[src/rtl/adder_pkg.sv]
// Shared constants for the bit-serial adder datapath: FSM encoding and default width.
package adder_pkg;

    typedef enum logic [1:0] {
        S_IDLE = 2'd0,
        S_RUN  = 2'd1,
        S_DONE = 2'd2
    } state_e;

    localparam int DEFAULT_WIDTH = 8;

endpackage

[src/rtl/full_adder.sv]
// Single-bit full adder cell; the only arithmetic element in the serial adder.
module full_adder (
    input  logic a,
    input  logic b,
    input  logic c_in,
    output logic s,
    output logic c_out
);

    assign s     = a ^ b ^ c_in;
    assign c_out = (a & b) | (c_in & (a ^ b));

endmodule

[src/rtl/serial_adder.sv]
// Bit-serial WIDTH-bit adder: one full_adder cell stepped LSB-first with a registered carry,
// operands and result exchanged over valid/ready handshakes.
module serial_adder
    import adder_pkg::*;
#(
    parameter int WIDTH = DEFAULT_WIDTH
) (
    input  logic             clk,
    input  logic             rst_n,
    input  logic             in_valid,
    output logic             in_ready,
    input  logic [WIDTH-1:0] a,
    input  logic [WIDTH-1:0] b,
    input  logic             c_in,
    output logic             out_valid,
    input  logic             out_ready,
    output logic [WIDTH-1:0] sum,
    output logic             carry_out,
    output logic             busy
);

    localparam int            CW       = (WIDTH > 1) ? $clog2(WIDTH) : 1;
    localparam logic [CW-1:0] CNT_LAST = CW'(WIDTH - 1);

    // Handshakes: a transfer happens on a rising edge where valid and ready are both high;
    // valid must not depend on ready, and data is sampled only at that edge.
    state_e           state_q, state_d;
    logic [WIDTH-1:0] a_sh_q, a_sh_d;
    logic [WIDTH-1:0] b_sh_q, b_sh_d;
    logic [WIDTH-1:0] sum_sh_q, sum_sh_d;
    logic [WIDTH-1:0] sum_q, sum_d;
    logic             carry_q, carry_d;
    logic             cout_q, cout_d;
    logic [CW-1:0]    cnt_q, cnt_d;
    logic             fa_s, fa_c;
    logic             xfer;

    full_adder u_full_adder (
        .a     (a_sh_q[0]),
        .b     (b_sh_q[0]),
        .c_in  (carry_q),
        .s     (fa_s),
        .c_out (fa_c)
    );

    assign in_ready  = (state_q == S_IDLE) || ((state_q == S_DONE) && out_ready);
    assign xfer      = in_valid && in_ready;
    assign out_valid = (state_q == S_DONE);
    assign busy      = (state_q == S_RUN);
    assign sum       = sum_q;
    assign carry_out = cout_q;

    always_comb begin
        state_d  = state_q;
        a_sh_d   = a_sh_q;
        b_sh_d   = b_sh_q;
        sum_sh_d = sum_sh_q;
        sum_d    = sum_q;
        carry_d  = carry_q;
        cout_d   = cout_q;
        cnt_d    = cnt_q;

        if (xfer) begin
            a_sh_d  = a;
            b_sh_d  = b;
            carry_d = c_in;
            cnt_d   = '0;
            state_d = S_RUN;
        end else begin
            case (state_q)
                S_RUN: begin
                    // Shift form rather than a slice so WIDTH=1 stays legal.
                    sum_sh_d = (sum_sh_q >> 1) | (WIDTH'(fa_s) << (WIDTH - 1));
                    carry_d  = fa_c;
                    a_sh_d   = a_sh_q >> 1;
                    b_sh_d   = b_sh_q >> 1;
                    cnt_d    = cnt_q + CW'(1);
                    if (cnt_q == CNT_LAST) begin
                        // The visible result is only updated here so it holds across later operations.
                        sum_d   = sum_sh_d;
                        cout_d  = fa_c;
                        state_d = S_DONE;
                    end
                end
                S_DONE: begin
                    if (out_ready) begin
                        state_d = S_IDLE;
                    end
                end
                S_IDLE: begin
                    state_d = S_IDLE;
                end
                default: begin
                    state_d = S_IDLE;
                end
            endcase
        end
    end

    always_ff @(posedge clk or negedge rst_n) begin
        if (!rst_n) begin
            state_q  <= S_IDLE;
            a_sh_q   <= '0;
            b_sh_q   <= '0;
            sum_sh_q <= '0;
            sum_q    <= '0;
            carry_q  <= 1'b0;
            cout_q   <= 1'b0;
            cnt_q    <= '0;
        end else begin
            state_q  <= state_d;
            a_sh_q   <= a_sh_d;
            b_sh_q   <= b_sh_d;
            sum_sh_q <= sum_sh_d;
            sum_q    <= sum_d;
            carry_q  <= carry_d;
            cout_q   <= cout_d;
            cnt_q    <= cnt_d;
        end
    end

endmodule

[config.mk]
export PLATFORM = sky130hd
export DESIGN_NAME = serial_adder
export DESIGN_NICKNAME = d
export VERILOG_FILES = /design/src/rtl/adder_pkg.sv /design/src/rtl/full_adder.sv /design/src/rtl/serial_adder.sv
export SDC_FILE = /design/constraint.sdc
export NUM_CORES = 1
export LEC_CHECK = 0
export BUFFER_PORTS_ARGS = -buffer_cell sky130_fd_sc_hd__buf_4
export CORE_MARGIN = 5
export CORE_UTILIZATION = 45
export DETAILED_ROUTE_END_ITERATION = 12
export HOLD_SLACK_MARGIN = 0.03
export PLACE_DENSITY_LB_ADDON = 0.3
export SLEW_MARGIN = 40
export SYNTH_ARGS = -nofsm -noshare
export SYNTH_HDL_FRONTEND = slang
export SYNTH_SLANG_ARGS = --single-unit
[constraint.sdc]
create_clock -name clk -period 2.5 [get_ports clk]
set_clock_uncertainty 0.15 [all_clocks]
set_input_delay 0 -clock clk [delete_from_list [all_inputs] [get_ports clk]]
set_output_delay 0 -clock clk [all_outputs]
set_load 0.05 [all_outputs]
==> flow_metrics.tcl, run 1 <==
set metrics [dict create \
    status "finished clean" \
    coreArea_sq_mm 0.00372 \
    slew_headroom_pct 68.8 \
    yosys.area_share.simple_pct 6.71 \
    clk_pin_slew_ns 0.07 \
    cts.path.max_buffers 2 \
    ctsResizeCount 0 \
    grt_pass1_vias 1167 \
    numClockSinks 38 \
    drtIter0Drc 49 \
    path_depth 5 \
    vias 1128 \
    area_growth_pct 32.3 \
    worstSetupStartpointType "register" \
    die_area_sq_mm 0.00524 \
    cts_buffers 5 \
    crit_path_end_kind "register" \
    synth_xor_area_share_pct 0.500 \
    tightest_slew_ns 0.468 \
    synth_top_family_by_area "multiplexers" \
    worstPathCellList "nand2b_1, inv_2, xnor2_1, a21oi_1, dlygate4sd3_1" \
    finalHoldViolCount 0 \
    cpLargestDelayFamily "buffers and inverters" \
    antenna_cells 0 \
    synth_compound_area_share_pct 2.71 \
    holdWs_ns 0.0613 \
    drive_above_1_share_pct 43.6 \
    yosysTopAreaCell "dfrtp_1" \
    die_h_microns 72.4 \
    std_cell_rows 22 \
    fin_nets 211 \
    yosysUniqueCellTypes 22 \
    drc 0 \
    htree_levels 2 \
    io_pins 33 \
    p_per_area_mw_per_mm2 1240 \
    finalCriticalPeriod_ns 2.07 \
    worstPathRequired_ns 2.51 \
    slew_violations 0 \
    via_per_inst 4.78 \
    antenna_found_initial 0 \
    syn_avg_cell_area_sq_um 13.4 \
    clkLatencyLatePin_ns 0.28 \
    cp_num_buf_inv 2 \
    cts_tree "done" \
    yosys.area.top_type_share_pct 54.3 \
    r2r_end "cnt_q[0]" \
    gp_congestion 0.723 \
    dpl_cell_area_sq_mm 0.00202 \
    synth_area_leaders "dfrtp_1 (54%), mux2_2 (16%), mux2_4 (12%), nand2_1 (5.8%), ha_1 (1.4%)" \
    clock-root-buffer "clkbuf_8" \
    p_leak_uw 0.00118 \
    p_total_uw 2880 \
    grt_pass1_wl_microns 5560 \
    cp.arrival_ns 2.09 \
    critPathMaxFanout 15 \
    hpwl_microns 2070 \
    hp-class "in2async" \
    r2r_start "state_q[1]" \
    maxCapViolCount 0 \
    path_class "reg2reg" \
    ys_ff_latch 38 \
    final.setup.tns_ns 0 \
    wirelength_microns 3150 \
    slowest_delay_ns 0.55 \
    min_period_over_period_pct 82.9 \
    ir_worst_vdd_mv 0.510 \
    fmax_ghz 0.482 \
    syn-instance-count 131 \
    initial_core_util_pct 47.1 \
    yosysSeqAreaShare_pct 54.3 \
    dpl_worst_slack_ns 0.528 \
    ant_nets 0 \
    grt_overflow 0 \
    cp-endpoint "cnt_q[0]" \
    ys_warn_count 0 \
    timing.final.setup_violations 0 \
    synthMuxAreaShare_pct 29.2 \
    worst-r2r-cell-count 5 \
    syn-num-nets 155 \
    synthAdderAreaFrac_pct 2.57 \
    track_usage_pct 13.9 \
    wire_per_inst_microns 13.3 \
    cp-startpoint "state_q[1]" \
    place.port_buffers 32 \
    rsz0062_at_grt "no" \
    reg2reg_slack_ns 0.43 \
    worst_slack_ns 0.427 \
    slowest_stage "dlygate4sd3_1" \
    syn_area_sq_mm 0.00175 \
    grt_max_degree 39 \
    nFillCells 318 \
    fp.dieW_microns 72.4 \
    fin_area_sq_mm 0.00232 \
    drtPass1Iterations 4 \
]
==> routing by layer <==
metal,vias to the layer above,GRT usage [%],routed length [microns]
met3,8,4.29,145
met1,545,17.5,1320
li1,551,-,-
met5,-,0,0
met4,0,7.38,74
met2,24,21.5,1610
==> where the power goes <==
| part | switching [uW] | internal [uW] |
|---|---|---|
| clock | 194 | 222 |
| combinational | 705 | 703 |
| sequential | 159 | 892 |
==> worst register-to-register path: cells and delay by family, from the launching register on <==
kind	cells	cell delay, ns
buffers and inverters	2	0.88
AND/OR/NAND/NOR	1	0.33
AO/OA/AOI/OAI	1	0.05
flip-flops	1	0.38
XOR/XNOR	1	0.16
==> flip-flops by register name, indices dropped and copies added, names as in the netlist <==
signal,count
b_sh_q,8
sum,8
carry_out,1
sum_sh_q,7
carry_q,1
a_sh_q,8
cnt_q,3
state_q,2
==> repair_timing <==
item / in CTS / in global routing
endpoints found under the hold margin: 57 / 0
hold buffers: 21 / 0
buffers inserted: 0 / 0
==> area by class of cell <==
type                       instances  area [sq um]  share of cell area, %
clock buffer                       7          86.3                   3.73
clock inverter                     1          5.00                  0.216
multi-input combinational         82           731                   31.5
sequential                        38           951                   41.0
timing repair buffer              55           465                   20.1
tap                               48          60.1                   2.59
inverter                           5          18.8                  0.810
==> synth_stat cells <==
cell / n
dfrtp_1: 38
ha_1: 2
inv_2: 1
fa_1: 1
buf_6: 1
buf_12: 1
nor2_1: 1
buf_2: 4
o31ai_1: 1
o211ai_1: 1
a21boi_0: 2
inv_1: 4
nand2b_1: 1
o21ai_0: 1
mux2_4: 14
xnor2_1: 1
mux2i_1: 2
a21oi_1: 1
o21a_1: 1
nand2_2: 1
mux2_2: 25
nand2_1: 27
==> placed cells by master (no fill, tap or decap) <==
cell,netlist,final
a21boi_0,2,2
a21oi_1,1,1
buf_4,0,34
clkbuf_1,0,1
clkbuf_8,0,6
clkinv_2,0,1
dfrtp_1,38,38
dlygate4sd3_1,0,21
fa_1,1,1
ha_1,2,2
inv_1,4,4
inv_2,1,1
mux2_2,25,25
mux2_4,14,14
mux2i_1,2,2
nand2_1,27,27
nand2_2,1,1
nand2b_1,1,1
nor2_1,1,1
o211ai_1,1,1
o21a_1,1,1
o21ai_0,1,1
o31ai_1,1,1
xnor2_1,1,1
==> how the worst min path moves through the flow <==
stage | end | slack (ns)
after global routing | carry_out | 0.11
after global placement | sum[5] | -0.16
after CTS | sum[3] | 0.08
after detailed placement | sum[6] | -0.16
final | carry_out | 0.06
after floorplan | a_sh_q[0] | -0.45
==> metrics by stage <==
step / utilization [%] / instances
after floorplan: - / 131
after global placement: 54.2 / 207
after detailed placement: 54.2 / 207
after CTS: 62.4 / 236
after global routing: 62.4 / 236
final: 62.4 / 236
==> logic make-up (layout without fill, tap and decap cells) <==
logic type / Yosys count / count (layout)
adders and majority gates: 3 / 3
DFF: 38 / 38
buffers and inverters: 11 / 68
AOI/OAI and AO/OA: 7 / 7
xor gates and xnor gates: 1 / 1
muxes: 41 / 41
and+or+nand+nor: 30 / 30
Note: power is estimated with default switching activity, not from simulation.
==> inputs of run 2 (changes only) <==
- clock period: 2.5 -> 2 ns (I/O delays scaled with it)
==> flow_metrics.tcl, run 2 (same netlist as run 1, synthesis figures left out) <==
set metrics [dict create \
    status "finished clean" \
    finalHoldViolCount 0 \
    path_class "reg2reg" \
    slew_headroom_pct 68.5 \
    die_h_microns 72.4 \
    crit_path_end_kind "register" \
    clk_pin_slew_ns 0.08 \
    wirelength_microns 3330 \
    antenna_found_initial 0 \
    vias 1118 \
    cts_tree "done" \
    numClockSinks 38 \
    grt_max_degree 39 \
    hp-class "in2async" \
    final_common_cell "dfrtp_1" \
    p_comb_share_pct 45.8 \
    r2r_end "cnt_q[0]" \
    place.port_buffers 32 \
    clock-root-buffer "clkbuf_8" \
    worst-r2r-cell-count 5 \
    worstPathRequired_ns 2.02 \
    std_cell_rows 22 \
    netSwitchingFraction_pct 35.0 \
    via_per_inst 4.72 \
    drc 0 \
    p_leak_uw 0.00121 \
    grt_pass1_wl_microns 5600 \
    slew_violations 0 \
    initial_core_util_pct 47.1 \
    io_pins 33 \
    area_growth_pct 35.6 \
    min_period_over_period_pct 91.5 \
    final_util_pct 63.9 \
    cts.path.max_buffers 2 \
    drtPass1Iterations 3 \
    wire_per_inst_microns 14.0 \
    hpwl_microns 2130 \
    coreArea_sq_mm 0.00372 \
    ctsResizeCount 0 \
    track_usage_pct 14.1 \
    fin_nets 212 \
    cp.arrival_ns 1.85 \
    grt_overflow 0 \
    drtIter0Drc 42 \
    grt_pass1_vias 1185 \
    switchingPower_uw 1360 \
    drive_above_1_share_pct 44.4 \
    finalCriticalPeriod_ns 1.83 \
    critPathMaxFanout 15 \
    final.setup.tns_ns 0 \
    gp_congestion 0.708 \
    htree_levels 2 \
    tightest_slew_ns 0.472 \
    worstSetupStartpointType "register" \
    cp-startpoint "state_q[1]" \
    fmax_ghz 0.546 \
    clkLatencyLatePin_ns 0.29 \
    maxCapViolCount 0 \
    antenna_cells 0 \
    die_area_sq_mm 0.00524 \
    reg2reg_slack_ns 0.17 \
    cts_buffers 5 \
    ir_worst_vdd_mv 0.804 \
    fp.dieW_microns 72.4 \
    holdWs_ns 0.0468 \
    power_frac_clock_pct 20.5 \
    final_cell_mix "dfrtp_1 (38), buf_4 (35), nand2_1 (27)" \
    ant_nets 0 \
    internal_power_uw 2530 \
    timing.final.setup_violations 0 \
    rsz0062_at_grt "no" \
    r2r_start "state_q[1]" \
    power_frac_seq_pct 33.7 \
    p_per_area_mw_per_mm2 1640 \
]
## run 2: repair_timing
| item | in CTS | in global routing |
|---|---|---|
| endpoints found under the hold margin | 57 | 0 |
| setup buffers | 0 | 0 |
| hold buffers | 21 | 0 |
| endpoints found under the setup margin | 0 | 0 |
## run 2: worst max path at each step
stage,endpoint,slack [ns],cells past startpoint
6_report,cnt_q[0],0.17,5
5_1_grt,cnt_q[0],0.03,5
4_1_cts,cnt_q[0],0.16,5
3_5_place_dp,a_sh_q[6],0.22,4
3_3_place_gp,a_sh_q[6],0.31,4
2_1_floorplan,carry_q,0.41,3
## run 2: worst max-delay path, cell delays in order, from the launching register on
cell and delay (ns):
dfrtp_1 0.38, nand2b_1 0.17, inv_2 0.24, xnor2_1 0.17, a21oi_1 0.05, dlygate4sd3_1 0.55
## run 2: cell type report
cell class / instances / area, sq um
Timing Repair Buffer: 56 / 473
Multi-Input combinational cell: 82 / 731
Clock buffer: 6 / 82.6
Tap cell: 48 / 60.1
Clock inverter: 2 / 60.1
Sequential cell: 38 / 951
Inverter: 5 / 18.8
Fill cell: 292 / 1340
## run 2: stage by stage
step / total power [uW] / instances / setup slack, ns / area, sq um
floorplan: 2700 / 131 / 0.414 / 1750
global placement: 2990 / 208 / 0.305 / 2020
detailed placement: 3060 / 208 / 0.222 / 2020
CTS: 3940 / 237 / 0.156 / 2380
global route: 4140 / 237 / 0.0340 / 2380
finish: 3900 / 237 / 0.170 / 2380
## run 2: layer usage
metal	vias up	part of all wire [%]	routed length, microns	track usage, %
met1	541	45	1480	17.4
met3	7	4.1	135	4.02
met2	19	49	1630	22.3
li1	551	-	-	-
met5	-	0	0	0
met4	0	2.3	76	7.79
## run 2: power groups by stage
stage	clock, uW	sequential, uW	combinational, uW
2_1_floorplan	0	1570	1130
3_3_place_gp	0	1310	1680
3_5_place_dp	0	1330	1740
4_1_cts	814	1310	1810
5_1_grt	842	1360	1930
6_report	798	1310	1790
==> inputs of run 3 (changes only) <==
==> constraint.sdc (replaced) <==
create_clock -name clk -period 2 [get_ports clk]
set_clock_uncertainty 0.15 [all_clocks]
set_input_delay 0.2 -clock clk [delete_from_list [all_inputs] [get_ports clk]]
set_output_delay 0.2 -clock clk [all_outputs]
set_load 0.05 [all_outputs]
==> flow_metrics.tcl, run 3 (same netlist as run 1, synthesis figures left out) <==
set metrics [dict create \
    status "finished clean" \
    die_h_microns 72.4 \
    initial_core_util_pct 47.1 \
    grt_max_degree 39 \
    slew_violations 0 \
    drtIter0Drc 57 \
    internal_power_uw 2390 \
    area_growth_pct 34.4 \
    cts.path.max_buffers 2 \
    worstPathRequired_ns 1.65 \
    p_per_area_mw_per_mm2 1600 \
    drtPass1Iterations 4 \
    std_cell_rows 22 \
    antenna_cells 0 \
    crit_path_end_kind "output port" \
    critPathMaxFanout 11 \
    grt_pass1_wl_microns 5890 \
    cpLargestDelayFamily "buffers and inverters" \
    reg2reg_slack_ns 0.26 \
    fp.dieW_microns 72.4 \
    gp_congestion 0.727 \
    slowest_stage "dfrtp_1" \
    drive_above_1_share_pct 45.5 \
    numClockSinks 38 \
    r2r_end "b_sh_q[0]" \
    hpwl_microns 2390 \
    power_frac_clock_pct 16.8 \
    rsz0062_at_grt "no" \
    hp-class "in2async" \
    final.setup.tns_ns 0 \
    grt_overflow 0 \
    wire_per_inst_microns 14.2 \
    worstPathCellList "nand2b_1, inv_2, buf_4, buf_4" \
    clk_pin_slew_ns 0.07 \
    timing.final.setup_violations 0 \
    die_area_sq_mm 0.00524 \
    place.port_buffers 32 \
    power_frac_seq_pct 35.0 \
    netSwitchingFraction_pct 36.9 \
    slew_headroom_pct 68.7 \
    clkLatencyLatePin_ns 0.29 \
    dpl_cell_area_sq_mm 0.00205 \
    io_pins 33 \
    vias 1156 \
    finalCriticalPeriod_ns 1.82 \
    tightest_slew_ns 0.470 \
    fmax_ghz 0.549 \
    worst-r2r-cell-count 4 \
    path_class "reg2out" \
    min_period_over_period_pct 91.0 \
    ant_nets 0 \
    p_leak_uw 0.00121 \
    final_cell_mix "dfrtp_1 (38), buf_4 (38), nand2_1 (27)" \
    r2r_start "state_q[0]" \
    worstSetupStartpointType "register" \
    switchingPower_uw 1390 \
    antenna_found_initial 0 \
    ctsResizeCount 0 \
    ir_worst_vdd_mv 1.14 \
    crit_top_cell "buf_4" \
    nFillCells 291 \
    coreArea_sq_mm 0.00372 \
    wirelength_microns 3390 \
    cp.arrival_ns 1.47 \
    stdcell_count 239 \
    dp_cells 211 \
    grt_pass1_vias 1252 \
    drc 0 \
    slowest_delay_ns 0.38 \
    clock-root-buffer "clkbuf_8" \
    finalHoldViolCount 0 \
    maxCapViolCount 0 \
    fin_area_sq_mm 0.00235 \
    via_per_inst 4.84 \
    cts_buffers 5 \
    track_usage_pct 15.2 \
    htree_levels 2 \
    p_comb_share_pct 48.2 \
    cp_num_buf_inv 3 \
    cts_tree "done" \
    fin_nets 214 \
    path_depth 4 \
]
==> run 3: cell count changes in the layout (fill, tap and decap cells not counted) <==
cell,delta
buf_4,+3
bufinv_16,-1
clkbuf_8,-1
clkinv_2,+2
dlygate4sd3_1,-1
==> run 3: how the worst max path moves through the flow <==
stage                end  startpoint
2_1_floorplan    carry_q     carry_q
3_3_place_gp   b_sh_q[1]  state_q[0]
3_5_place_dp   b_sh_q[0]  state_q[0]
4_1_cts             busy  state_q[1]
5_1_grt             busy  state_q[1]
6_report            busy  state_q[1]
==> run 3: final cells by class <==
type / count / area (sq um) / area share [%]
timing repair buffer: 58 / 485 / 20.6
clock buffer: 5 / 68.8 / 2.92
inverter: 5 / 18.8 / 0.797
multi-input combinational: 82 / 731 / 31.0
sequential: 38 / 951 / 40.4
tap: 48 / 60.1 / 2.55
clock inverter: 3 / 40.0 / 1.70
==> run 3: worst register-to-register path, cell delays in order, from the launching register on <==
cell,delay (ns)
dfrtp_1,0.41
nand2b_1,0.19
buf_4,0.25
mux2_2,0.37
mux2_2,0.26
==> run 3: per-stage QoR <==
step	total power [uW]	setup WS, ns	util (%)	hold slack, ns
floorplan	2700	0.414	-	-0.246
global placement	3050	0.321	55.1	0.0331
detailed placement	3150	0.287	55.1	0.0448
CTS	3830	0.166	63.4	0.261
global route	4050	0.0790	63.4	0.286
finish	3780	0.179	63.4	0.239
==> run 3: timing repair <==
item                      4_1_cts  5_1_grt
hold endpoints to repair       57        0
hold buffers                   20        0
buffers inserted                0        0
==> run 3: metal layers <==
metal / GRT usage (%) / vias up / part of all wire (%)
met5: 0 / - / 0
li1: - / 555 / -
met1: 17.9 / 570 / 40
met4: 6.76 / 0 / 2.1
met2: 24.7 / 24 / 53
met3: 5.82 / 7 / 4.8
==> run 3: power by group through the flow <==
stage / sequential, uW / combinational (uW) / clock, uW
2_1_floorplan: 1570 / 1130 / 0
3_3_place_gp: 1310 / 1740 / 0
3_5_place_dp: 1340 / 1810 / 0
4_1_cts: 1330 / 1850 / 653
5_1_grt: 1370 / 1980 / 696
6_report: 1320 / 1820 / 634
